File: src/rtl/aes_mix_columns_iter.sv
// Iterative AES MixColumns/InvMixColumns: COLS_PER_CYCLE columns per busy cycle.
// Define AES_MIX_COLUMNS_INV_EN to build the inverse datapath and honour in_inv.
module aes_mix_columns_iter #(
    parameter int unsigned COLS_PER_CYCLE = 1
) (
    input  logic         clk,
    input  logic         rst_n,
    input  logic         in_valid,
    output logic         in_ready,
    input  logic [127:0] in_state,
    input  logic         in_inv,
    output logic         out_valid,
    input  logic         out_ready,
    output logic [127:0] out_state
);

    if (!(COLS_PER_CYCLE == 1 || COLS_PER_CYCLE == 2 || COLS_PER_CYCLE == 4)) begin : g_bad_cols
        $error("aes_mix_columns_iter: COLS_PER_CYCLE must be 1, 2 or 4");
    end

    localparam int unsigned NumSteps = 4 / COLS_PER_CYCLE;
    localparam logic [1:0] LastStep = 2'(NumSteps - 1);
    localparam int Cpc = int'(COLS_PER_CYCLE);

    typedef enum logic [1:0] {StIdle, StBusy, StDone} state_e;

    state_e       state_q, state_d;
    logic [1:0]   col_q, col_d;
    logic [127:0] buf_q, buf_d;
    logic [127:0] out_q, out_d;

    function automatic logic [7:0] xt(input logic [7:0] b);
        return {b[6:0], 1'b0} ^ (b[7] ? 8'h1b : 8'h00);
    endfunction

    function automatic logic [31:0] fwd_col(input logic [31:0] c);
        logic [7:0] a0, a1, a2, a3;
        a0 = c[31:24];
        a1 = c[23:16];
        a2 = c[15:8];
        a3 = c[7:0];
        return {xt(a0) ^ xt(a1) ^ a1 ^ a2 ^ a3,
                a0 ^ xt(a1) ^ xt(a2) ^ a2 ^ a3,
                a0 ^ a1 ^ xt(a2) ^ xt(a3) ^ a3,
                xt(a0) ^ a0 ^ a1 ^ a2 ^ xt(a3)};
    endfunction

    // Byte lsb of column (step * Cpc + k) within the 128-bit state.
    function automatic int col_lsb(input logic [1:0] step, input int k);
        return 32 * (3 - (int'(step) * Cpc + k));
    endfunction

`ifdef AES_MIX_COLUMNS_INV_EN
    logic inv_q, inv_d;

    function automatic logic [31:0] inv_col(input logic [31:0] c);
        logic [7:0]       a, x2, x4, x8;
        logic [3:0][7:0]  m9, mb, md, me;
        for (int i = 0; i < 4; i++) begin
            a     = c[8*(3-i) +: 8];
            x2    = xt(a);
            x4    = xt(x2);
            x8    = xt(x4);
            m9[i] = x8 ^ a;
            mb[i] = x8 ^ x2 ^ a;
            md[i] = x8 ^ x4 ^ a;
            me[i] = x8 ^ x4 ^ x2;
        end
        return {me[0] ^ mb[1] ^ md[2] ^ m9[3],
                m9[0] ^ me[1] ^ mb[2] ^ md[3],
                md[0] ^ m9[1] ^ me[2] ^ mb[3],
                mb[0] ^ md[1] ^ m9[2] ^ me[3]};
    endfunction
`else
    logic unused_in_inv;
    assign unused_in_inv = in_inv;
`endif

    always_comb begin
        state_d   = state_q;
        col_d     = col_q;
        buf_d     = buf_q;
        out_d     = out_q;
        in_ready  = 1'b0;
        out_valid = 1'b0;
`ifdef AES_MIX_COLUMNS_INV_EN
        inv_d     = inv_q;
`endif
        unique case (state_q)
            StIdle: in_ready = 1'b1;
            StBusy: begin
                for (int k = 0; k < Cpc; k++) begin
`ifdef AES_MIX_COLUMNS_INV_EN
                    out_d[col_lsb(col_q, k) +: 32] = inv_q ? inv_col(buf_q[col_lsb(col_q, k) +: 32])
                                                           : fwd_col(buf_q[col_lsb(col_q, k) +: 32]);
`else
                    out_d[col_lsb(col_q, k) +: 32] = fwd_col(buf_q[col_lsb(col_q, k) +: 32]);
`endif
                end
                if (col_q == LastStep) begin
                    state_d = StDone;
                end else begin
                    col_d = col_q + 2'd1;
                end
            end
            StDone: begin
                out_valid = 1'b1;
                in_ready  = out_ready;
                if (out_ready) begin
                    state_d = StIdle;
                end
            end
            default: state_d = StIdle;
        endcase
        // A new accept overrides the DONE->IDLE return (zero-bubble restart).
        if (in_valid && in_ready) begin
            state_d = StBusy;
            col_d   = 2'd0;
            buf_d   = in_state;
`ifdef AES_MIX_COLUMNS_INV_EN
            inv_d   = in_inv;
`endif
        end
    end

    always_ff @(posedge clk or negedge rst_n) begin
        if (!rst_n) begin
            state_q <= StIdle;
            col_q   <= 2'd0;
            buf_q   <= '0;
            out_q   <= '0;
`ifdef AES_MIX_COLUMNS_INV_EN
            inv_q   <= 1'b0;
`endif
        end else begin
            state_q <= state_d;
            col_q   <= col_d;
            buf_q   <= buf_d;
            out_q   <= out_d;
`ifdef AES_MIX_COLUMNS_INV_EN
            inv_q   <= inv_d;
`endif
        end
    end

    assign out_state = out_q;

endmodule

File: config.mk
export PLATFORM = sky130hd
export DESIGN_NAME = aes_mix_columns_iter
export DESIGN_NICKNAME = d
export VERILOG_FILES = /design/src/rtl/aes_mix_columns_iter.sv
export SDC_FILE = /design/constraint.sdc
export NUM_CORES = 1
export LEC_CHECK = 0
export BUFFER_PORTS_ARGS = -buffer_cell sky130_fd_sc_hd__buf_2
export CELL_PAD_IN_SITES_DETAIL_PLACEMENT = 1
export CELL_PAD_IN_SITES_GLOBAL_PLACEMENT = 1
export CORE_MARGIN = 1
export CORE_UTILIZATION = 44
export CTS_CLUSTER_SIZE = 12
export DETAILED_ROUTE_END_ITERATION = 12
export PLACE_DENSITY_LB_ADDON = 0.1
export SYNTH_ARGS = -nofsm -noshare
export SYNTH_HDL_FRONTEND = slang
export SYNTH_SLANG_ARGS = --single-unit
File: constraint.sdc
create_clock -name clk -period 3.4 [get_ports clk]
set_clock_uncertainty 0.15 [all_clocks]
set_input_delay 0 -clock clk [delete_from_list [all_inputs] [get_ports clk]]
set_output_delay 0 -clock clk [all_outputs]
set_load 0.01 [all_outputs]
## Word level (Yosys, flattened, before mapping)

Cells that the tools add are included.
Widths: inputs -> output; s select.

| word-level totals | value |
|---|---|
| bits in registers | 260 |
| input bits | 133 |
| output and inout bits | 130 |
| logic and storage cells | 56 |

| operators by class | value |
|---|---|
| $add $sub $neg | 3 |
| equality and inequality tests | 7 |
| shift-type cells | 3 |
| muxes and demuxes | 14 |
| bitwise operators | 20 |
| reduce and logical (&&, ||, !) cells | 5 |

Operators by type and width:

| kind | number |
|---|---|
| $bwmux 128 | 1 |
| $shift 32x33->128 const A | 1 |
| $shiftx 128x8->32 | 1 |
| $shiftx 32x33->128 | 1 |
| $xor 8x8->8 | 16 |
| $neg 8->33 | 1 |
| $xor 8x5->8 | 4 |
| $mux 5 | 4 |
| $mux 2 | 6 |
| $ne 3x3->1 const B | 2 |
| $pmux 2 s3 | 1 |
| $eq 2x2->1 const B | 2 |
| $reduce_and 3->1 | 1 |
| $sub 2x2->3 const A | 1 |
| $add 2x1->2 const B | 1 |
| $eq 2x1->1 const B | 1 |
| $logic_not 2->1 | 1 |
| $ne 2x1->1 const B | 1 |
| $ne 2x2->1 const B | 1 |
| $pmux 1 s2 | 1 |
| $reduce_and 2->1 | 1 |
| $reduce_bool 2->1 | 1 |
| $logic_and 1x1->1 | 1 |
| $mux 1 | 1 |

## Longest topological paths before layout

Gate-level depths: netlist of the first run.

| logic depth | value |
|---|---|
| depth after elaboration | 10 |
| mapped depth | 8 |
| gate-level depth less buffers | 5 |

## Worst setup path before layout of the first run

Ideal clock, no wire load.

| timing | value |
|---|---|
| kind | register to register |
| start | register col_q[0] |
| end | register out_q[12], in the netlist out_state[12] |
| library setup time | 121 ps |
| data arrival time | 2171 ps |
| setup slack | 958 ps |
| stages on the path, launching flop included | 8 |
| clock period less this slack | 2442 ps |
| path through | dfrtp_1 buf_6 buf_6 mux4_2 xnor2_1 xor2_1 xnor2_1 a22o_1 |

| on the way | value |
|---|---|
| longest elaborated chain between the ends | 10 |
| elaborated cells on any way between the ends | 30 |

Ends and longest elaborated chain:

| item | line | text |
|---|---|---|
| from (decl) | 28 | `logic [1:0] col_q, col_d;` |
| from (signal assigned) | 137 | `col_q <= col_d;` |
| $sub 2x2->3 * | 50 | `return 32 * (3 - (int'(step) * Cpc + k));` |
| $shiftx 128x8->32 | 97 | `out_d[col_lsb(col_q, k) +: 32] = fwd_col(buf_q[col_lsb(col_q, k) +: 32]);` |
| $mux 5 | 33 | `return {b[6:0], 1'b0} ^ (b[7] ? 8'h1b : 8'h00);` |
| $xor 8x5->8 | 33 |  |
| $xor 8x8->8, on equally long branches (4 in a row) | 45, 42, 43 |  |
| $shiftx 32x33->128 | 97 |  |
| $bwmux 128 * | 97 |  |
| to (signal assigned) | 139 | `out_q <= out_d;` |
| to (decl) | 30 | `logic [127:0] out_q, out_d;` |

Every way passes the cells marked *; elsewhere a longest branch is shown, timed or not.
A chain may end at the register's enable or synchronous reset.

## Worst setup path in the final report of the first run

| timing | value |
|---|---|
| start | register col_q[0] |
| end | register out_q[84], in the netlist out_state[84] |

The elaborated chain is that of the path after synthesis.

==> results of run 1 <==
[per-stage QoR]
step / instances / cell area, um2 / util / setup WS [ps]
after global placement: 1402 / 13400 / 0.515 / 446
after floorplan: 834 / 11700 / - / 958
after CTS: 1610 / 15900 / 0.612 / 376
after detailed placement: 1402 / 13400 / 0.515 / 427
after global routing: 1612 / 15900 / 0.612 / 244
final: 1612 / 15900 / 0.612 / 389
[area by class of cell]
type                            count  share of cell area
Sequential cell                   260               0.409
Multi-Input combinational cell    523               0.309
Timing Repair Buffer              440               0.197
Clock buffer                       39              0.0517
Tap cell                          335              0.0263
Clock inverter                     11             0.00566
Inverter                            2            0.000472
Antenna cell                        2            0.000315
[layer usage]
metal	up-vias	wire, um	track usage
li1	3779	-	-
met1	4367	15400	0.361
met2	266	19600	0.502
met3	86	1980	0.0535
met4	0	1470	0.116
met5	-	0	0
[worst max-delay path: stages (launching register included)]
cell	delay, ps
dfrtp_2	690
buf_4	280
mux4_2	660
xnor2_2	300
xor2_1	340
xnor2_1	230
a22o_1	240
[layout by cell type, fill, tap and decap left out, types with 2 or more instances in the layout]
cell	instances
inv_1	2
clkbuf_1	4
nor3_2	2
xnor2_4	4
dlygate4sd3_1	157
xnor2_1	79
clkinv_2	7
a22o_1	64
xnor2_2	14
xor2_1	45
nor2_1	3
diode_2	2
buf_4	16
buf_12	5
buf_2	260
nand2_1	71
mux4_2	31
dfrtp_1	258
dfrtp_2	2
clkbuf_16	29
o21ai_1	6
nor2b_1	4
ha_1	5
mux2_2	128
clkbuf_8	6
o21ai_0	59
[state kept, by name, indices dropped and copies added (netlist names)]
name       flops
state_q        2
out_state    128
buf_q        128
col_q          2
[logic make-up after synthesis]
| family | Yosys count | share of synthesized area |
|---|---|---|
| and+or+nand+nor | 85 | 0.0296 |
| xor gates and xnor gates | 143 | 0.124 |
| adders and majority gates | 5 | 0.00537 |
| DFF | 260 | 0.558 |
| buffers and inverters | 51 | 0.0202 |
| muxes | 161 | 0.187 |
| AOI/OAI and AO/OA | 129 | 0.0760 |
[final timing paths]
check	startpoint	to	slack, ps	cells after the start
worst max-delay path	col_q[0]$_DFFE_PN0P_	out_state[84]$_DFFE_PN0P_	390	6
worst min-delay path	in_state[120]	buf_q[120]$_DFFE_PN0P_	80	3
worst max register to register	col_q[0]$_DFFE_PN0P_	out_state[84]$_DFFE_PN0P_	390	6
worst min register to register	out_state[120]$_DFFE_PN0P_	out_state[120]$_DFFE_PN0P_	330	2
max in group asynchronous	rst_n	buf_q[48]$_DFFE_PN0P_	2120	4
min in group asynchronous	rst_n	buf_q[118]$_DFFE_PN0P_	470	4
[what timing repair did]
item                                    in CTS  in global routing
endpoints found under the setup margin       0                  0
hold buffers                               158                  0
endpoints found under the hold margin      389                  0
==> results.py, run 1 <==
metrics = {
    "detailed_routing": {
        "drc": 0,
        "drt_wl_total_mm": 38.5,
        "wl_per_cell_um": 23.9,
        "ant_nets": 0,
        "num_vias": 8498,
        "viasPerCell": 5.27,
        "first_iter_violations": 421,
        "dr.pass1.iters": 6,
    },
    "finish": {
        "register_area_um2": 6510,
        "drive_gt1_frac": 0.402,
        "nets": 1394,
        "syn2layout_area_growth_pct": 36.6,
        "fill_cells": 2611,
        "multi_input_area_um2": 4920,
    },
    "job": {
        "maxCapViolations": 0,
    },
    "cts": {
        "path_clk_slew_ps": 60,
        "numCtsBuffers": 29,
        "clock_latency_ps": 550,
        "ctsResizeCount": 0,
        "clock_sinks": 260,
        "htreeDepth": 1,
        "post-cts-setup-buffer-count": 0,
        "cts_root_buffer": "clkbuf_16",
        "clock_path_buffers": 3,
        "cts_tree": "done",
    },
    "critical_path": {
        "worstPathArrival_ps": 3300,
        "path_class": "flop to flop",
        "critPathMaxFanout": 14,
        "endpoint_kind": "flop",
        "startpoint_type": "flop",
        "cp.required_ps": 3690,
    },
    "grt": {
        "first_global_vias": 9555,
        "track_usage": 0.291,
        "overflow": 0,
        "grt_max_degree": 78,
        "grt_pass1_wl_mm": 58.3,
        "antenna_found_initial": 2,
    },
    "synthesis": {
        "synth_top_area_share": 0.558,
        "synth-main-ff-cell": "dfrtp_1",
        "seq_area_frac_synth": 0.558,
        "ys_seq_elements": 260,
        "synth_cells": 834,
        "async_flop_share": 1.00,
        "synthTopCellsByCount": "dfrtp_1, mux2_2, xnor2_1, nand2_1, a22o_1",
        "synth_edf_count": 0,
        "yosysTopAreaCell": "dfrtp_1",
        "synthTopCellsByArea": "dfrtp_1, mux2_2, mux4_2, xnor2_1, a22o_1",
        "syn_nets": 972,
        "synth_area_um2": 11700,
        "yosysMostFrequentCell": "dfrtp_1",
        "synth_cell_types": 29,
        "synth_area_per_cell_um2": 14.0,
        "synth_warnings": 0,
    },
    "floorplanning": {
        "coreArea_um2": 26000,
        "row_count": 59,
        "dieArea_um2": 27100,
        "ios": 263,
        "chipWidth_um": 165,
        "start_util": 0.448,
        "dieHeight_um": 165,
    },
    "status": {
        "status": "finished clean",
    },
    "sta": {
        "final_hold_viol_count": 0,
        "holdWs_ps": 78.6,
        "setup_tns_ps": 0,
        "relSlewSlack": 0.625,
        "setup_viol": 0,
        "tightest_slew_ps": 563,
        "drv_slew": 0,
        "fmax_ghz": 0.332,
        "rsz0062_at_grt": "no",
        "min_period_ps": 3010,
        "finalCritPeriodShare": 0.885,
    },
    "place": {
        "portBuffers": 261,
        "hpwlAfterDp_mm": 23.5,
        "gp_congestion": 0.758,
    },
    "hold_path": {
        "hold_class": "input pin to flop",
    },
}
Power of run 1 is left out: the tool's default activity adds up to more than one toggle a clock period on the data nets, which glitch-free logic cannot reach.
==> run 2: changes to the inputs <==
--- a/config.mk
+++ b/config.mk
@@ -8,9 +8,9 @@
 export BUFFER_PORTS_ARGS = -buffer_cell sky130_fd_sc_hd__buf_2
 export CELL_PAD_IN_SITES_DETAIL_PLACEMENT = 1
 export CELL_PAD_IN_SITES_GLOBAL_PLACEMENT = 1
+export CORE_ASPECT_RATIO = 1.5
 export CORE_MARGIN = 1
 export CORE_UTILIZATION = 44
-export CTS_CLUSTER_SIZE = 12
 export DETAILED_ROUTE_END_ITERATION = 12
 export PLACE_DENSITY_LB_ADDON = 0.1
 export SYNTH_ARGS = -nofsm -noshare
==> results.py, run 2 (synthesis gave the netlist of run 1 again) <==
metrics = {
    "finish": {
        "drive_gt1_frac": 0.400,
        "final_common_cell": "buf_2",
        "instances_no_fill": 1605,
        "final_cell_mix": "buf_2, dfrtp_1, dlygate4sd3_1",
        "post-route-util": 0.609,
        "syn2layout_area_growth_pct": 35.7,
        "nets": 1392,
    },
    "sta": {
        "rsz0062_at_grt": "no",
        "setup_viol": 0,
        "final_hold_viol_count": 0,
        "tightest_slew_ps": 551,
        "drv_slew": 0,
        "min_period_ps": 3070,
        "setup_tns_ps": 0,
        "finalCritPeriodShare": 0.903,
        "fmax_ghz": 0.326,
        "relSlewSlack": 0.633,
    },
    "grt": {
        "first_global_vias": 9651,
        "track_usage": 0.292,
        "grt_pass1_wl_mm": 59.1,
        "grt_max_degree": 74,
        "antenna_found_initial": 1,
        "overflow": 0,
    },
    "critical_path": {
        "startpoint_type": "flop",
        "path_class": "flop to flop",
        "endpoint_kind": "flop",
        "worstPathArrival_ps": 3310,
        "cp.required_ps": 3640,
        "critPathMaxFanout": 15,
    },
    "detailed_routing": {
        "wl_per_cell_um": 23.9,
        "viasPerCell": 5.28,
        "num_vias": 8469,
        "first_iter_violations": 334,
        "ant_nets": 0,
        "drt_wl_total_mm": 38.3,
        "drc": 0,
        "dr.pass1.iters": 4,
    },
    "place": {
        "hpwlAfterDp_mm": 23.5,
        "portBuffers": 261,
        "place_inst": 1405,
        "gp_congestion": 0.764,
    },
    "floorplanning": {
        "ios": 263,
        "dieHeight_um": 201,
        "start_util": 0.449,
        "dieArea_um2": 27100,
        "coreArea_um2": 25900,
        "row_count": 72,
        "chipWidth_um": 135,
    },
    "job": {
        "maxCapViolations": 0,
    },
    "cts": {
        "clock_path_buffers": 3,
        "path_clk_slew_ps": 60,
        "numCtsBuffers": 26,
        "clock_latency_ps": 540,
        "ctsResizeCount": 0,
        "post-cts-setup-buffer-count": 0,
        "cts_root_buffer": "clkbuf_16",
        "htreeDepth": 1,
        "clock_sinks": 260,
        "cts_tree": "done",
    },
    "status": {
        "status": "finished clean",
    },
    "hold_path": {
        "hold_class": "input pin to flop",
    },
}
## run 2: cell types whose count changed in the layout (fill, tap and decap cells not counted), sizes merged
cell / change
clkinv: -5
clkinvlp: -1
bufinv: -1
buf: +5
diode: -1
dlygate4sd3: -4
clkbuf: +2
## run 2: final cells by class
class | count | area, um2
Fill cell | 2607 | 10100
Sequential cell | 260 | 6510
Multi-Input combinational cell | 523 | 4920
Timing Repair Buffer | 441 | 3130
Clock buffer | 41 | 788
Tap cell | 333 | 417
Clock inverter | 4 | 26.3
Inverter | 2 | 7.51
Antenna cell | 1 | 2.50
## run 2: path summary, 6_finish.rpt
check | end | startpoint | slack (ps) | cells after the start
max in group asynchronous | buf_q[108]$_DFFE_PN0P_ | rst_n | 2090 | 4
min in group asynchronous | buf_q[63]$_DFFE_PN0P_ | rst_n | 330 | 3
hold / removal | buf_q[25]$_DFFE_PN0P_ | in_state[25] | 80 | 3
setup reg to reg | out_state[41]$_DFFE_PN0P_ | col_q[0]$_DFFE_PN0P_ | 330 | 6
setup / recovery | out_state[41]$_DFFE_PN0P_ | col_q[0]$_DFFE_PN0P_ | 330 | 6
hold reg to reg | out_state[120]$_DFFE_PN0P_ | out_state[120]$_DFFE_PN0P_ | 330 | 2
## run 2: stage by stage
step / instance area, um2 / hold WS, ps / setup WS, ps
CTS: 15800 / 55.9 / 268
detailed placement: 13400 / -43.2 / 331
finish: 15800 / 76.3 / 329
global placement: 13400 / -43.7 / 385
floorplan: 11700 / -446 / 958
global route: 15800 / 75.0 / 118
## run 2: timing repair
item | 4_1_cts | 5_1_grt
hold buffers | 154 | 0
endpoints found under the hold margin | 355 | 0
setup endpoints to repair | 0 | 0
## run 2: routing by layer
metal	vias to the layer above	routed length (um)	track usage
li1	3769	-	-
met1	4336	14200	0.332
met2	283	20900	0.536
met3	81	1790	0.0509
met4	0	1440	0.115
met5	-	0	0
## run 2: worst max-delay path: stages (launching register included)
cell	delay, ps
dfrtp_2	720
buf_4	320
mux4_2	670
xnor2_2	400
xnor2_1	200
xnor2_1	280
o21ai_0	170
Power of run 2 is left out for the same reason.
==> run 3: changes to the inputs <==
--- a/config.mk
+++ b/config.mk
@@ -8,11 +8,12 @@
 export BUFFER_PORTS_ARGS = -buffer_cell sky130_fd_sc_hd__buf_2
 export CELL_PAD_IN_SITES_DETAIL_PLACEMENT = 1
 export CELL_PAD_IN_SITES_GLOBAL_PLACEMENT = 1
-export CORE_ASPECT_RATIO = 1.5
+export CORE_ASPECT_RATIO = 1.4
 export CORE_MARGIN = 1
 export CORE_UTILIZATION = 44
 export DETAILED_ROUTE_END_ITERATION = 12
 export PLACE_DENSITY_LB_ADDON = 0.1
+export SLEW_MARGIN = 20
 export SYNTH_ARGS = -nofsm -noshare
 export SYNTH_HDL_FRONTEND = slang
 export SYNTH_SLANG_ARGS = --single-unit
==> results.py, run 3 (synthesis gave the netlist of run 1 again) <==
metrics = {
    "status": {
        "status": "finished clean",
    },
    "critical_path": {
        "cp.required_ps": 3650,
        "cp.depth": 6,
        "startpoint_type": "flop",
        "crit_path_max_incr_delay_ps": 650,
        "r2r_end": "out_state[56]$_DFFE_PN0P_",
        "cp-startpoint": "col_q[0]$_DFFE_PN0P_",
        "endpoint_kind": "flop",
        "r2r_start": "col_q[0]$_DFFE_PN0P_",
        "path_delay_family": "XOR/XNOR gates",
        "path_class": "flop to flop",
        "worstPathArrival_ps": 3210,
        "cp_num_buf_inv": 1,
        "cp-endpoint": "out_state[56]$_DFFE_PN0P_",
        "worst_r2r_path_depth": 6,
        "rrSetupSlack_ps": 440,
        "cp_cell_sequence": "buf_12 > mux4_2 > xnor2_2 > xnor2_1 > xor2_1 > o21ai_0",
        "slowest_stage": "mux4_2",
        "critPathMaxFanout": 21,
    },
    "sta": {
        "tightest_slew_ps": 761,
        "drv_slew": 0,
        "rsz0062_at_grt": "no",
        "fmax_ghz": 0.338,
        "relSlewSlack": 0.493,
        "min_period_ps": 2960,
        "setup_viol": 0,
        "finalCritPeriodShare": 0.871,
        "setup_tns_ps": 0,
        "final_hold_viol_count": 0,
    },
    "grt": {
        "track_usage": 0.288,
        "first_global_vias": 9669,
        "grt_max_degree": 97,
        "antenna_found_initial": 5,
        "grt_pass1_wl_mm": 58.4,
        "overflow": 0,
    },
    "finish": {
        "final_common_cell": "buf_2",
        "nets": 1395,
        "drive_gt1_frac": 0.394,
        "syn2layout_area_growth_pct": 35.7,
        "final_cell_mix": "buf_2, dfrtp_1, dlygate4sd3_1",
    },
    "detailed_routing": {
        "ant_nets": 0,
        "wl_per_cell_um": 23.6,
        "drt_wl_total_mm": 37.8,
        "drc": 0,
        "dr.pass1.iters": 4,
        "first_iter_violations": 317,
        "num_vias": 8486,
        "viasPerCell": 5.30,
    },
    "cts": {
        "clock_sinks": 260,
        "clock_latency_ps": 540,
        "path_clk_slew_ps": 60,
        "ctsResizeCount": 0,
        "post-cts-setup-buffer-count": 0,
        "cts_root_buffer": "clkbuf_16",
        "clock_path_buffers": 3,
        "htreeDepth": 1,
        "numCtsBuffers": 26,
        "cts_tree": "done",
        "hold_buffers": 161,
    },
    "floorplanning": {
        "start_util": 0.446,
        "ios": 263,
        "coreArea_um2": 26100,
        "chipWidth_um": 140,
        "dieArea_um2": 27100,
        "dieHeight_um": 195,
        "row_count": 70,
    },
    "place": {
        "portBuffers": 261,
        "gp_congestion": 0.763,
        "hpwlAfterDp_mm": 23.8,
    },
    "hold_path": {
        "hold_class": "input pin to flop",
    },
    "job": {
        "maxCapViolations": 0,
    },
}
[run 3: how the worst min path moves through the flow]
stage | startpoint | endpoint | slack, ps | cells past startpoint
after floorplan | rst_n | buf_q[0]$_DFFE_PN0P_ | -450 | 0
after global placement | rst_n | out_state[61]$_DFFE_PN0P_ | -60 | 1
after detailed placement | rst_n | out_state[61]$_DFFE_PN0P_ | -50 | 1
after CTS | in_valid | col_q[0]$_DFFE_PN0P_ | 60 | 4
after global routing | in_state[70] | buf_q[70]$_DFFE_PN0P_ | 70 | 3
final | in_valid | col_q[0]$_DFFE_PN0P_ | 80 | 4
[run 3: worst register-to-register path, cell delays in order, from the launching register on]
cell and delay (ps):
dfrtp_2 640, buf_12 250, mux4_2 670, xnor2_2 220
xnor2_1 420, xor2_1 330, o21ai_0 140
[run 3: per-layer routing]
metal / global-route usage / part of all wire / up-vias / wire length (um)
met1: 0.327 / 0.38 / 4365 / 14200
li1: - / - / 3782 / -
met5: 0 / 0 / - / 0
met4: 0.128 / 0.042 / 0 / 1590
met3: 0.0520 / 0.045 / 86 / 1690
met2: 0.526 / 0.54 / 253 / 20300
[run 3: area by class of cell]
class,instances,area [um2]
fillers,2638,10300
clock buffers,40,774
flip-flops and latches,260,6510
repair buffers,444,3170
clock inverters,2,13.8
well taps,324,405
diodes,5,12.5
inverters,2,7.51
multi-input cells,523,4920
[run 3: through the flow]
step | cell area (um2) | utilization | setup WS [ps] | hold WS, ps | cells
after floorplan | 11700 | - | 958 | -446 | 834
after global placement | 13400 | 0.513 | 484 | -55.6 | 1392
after detailed placement | 13400 | 0.513 | 422 | -50.3 | 1392
after CTS | 15800 | 0.605 | 406 | 57.2 | 1595
after global routing | 15800 | 0.606 | 314 | 74.8 | 1600
final | 15800 | 0.606 | 439 | 76.5 | 1600
Power of run 3 is left out for the same reason.
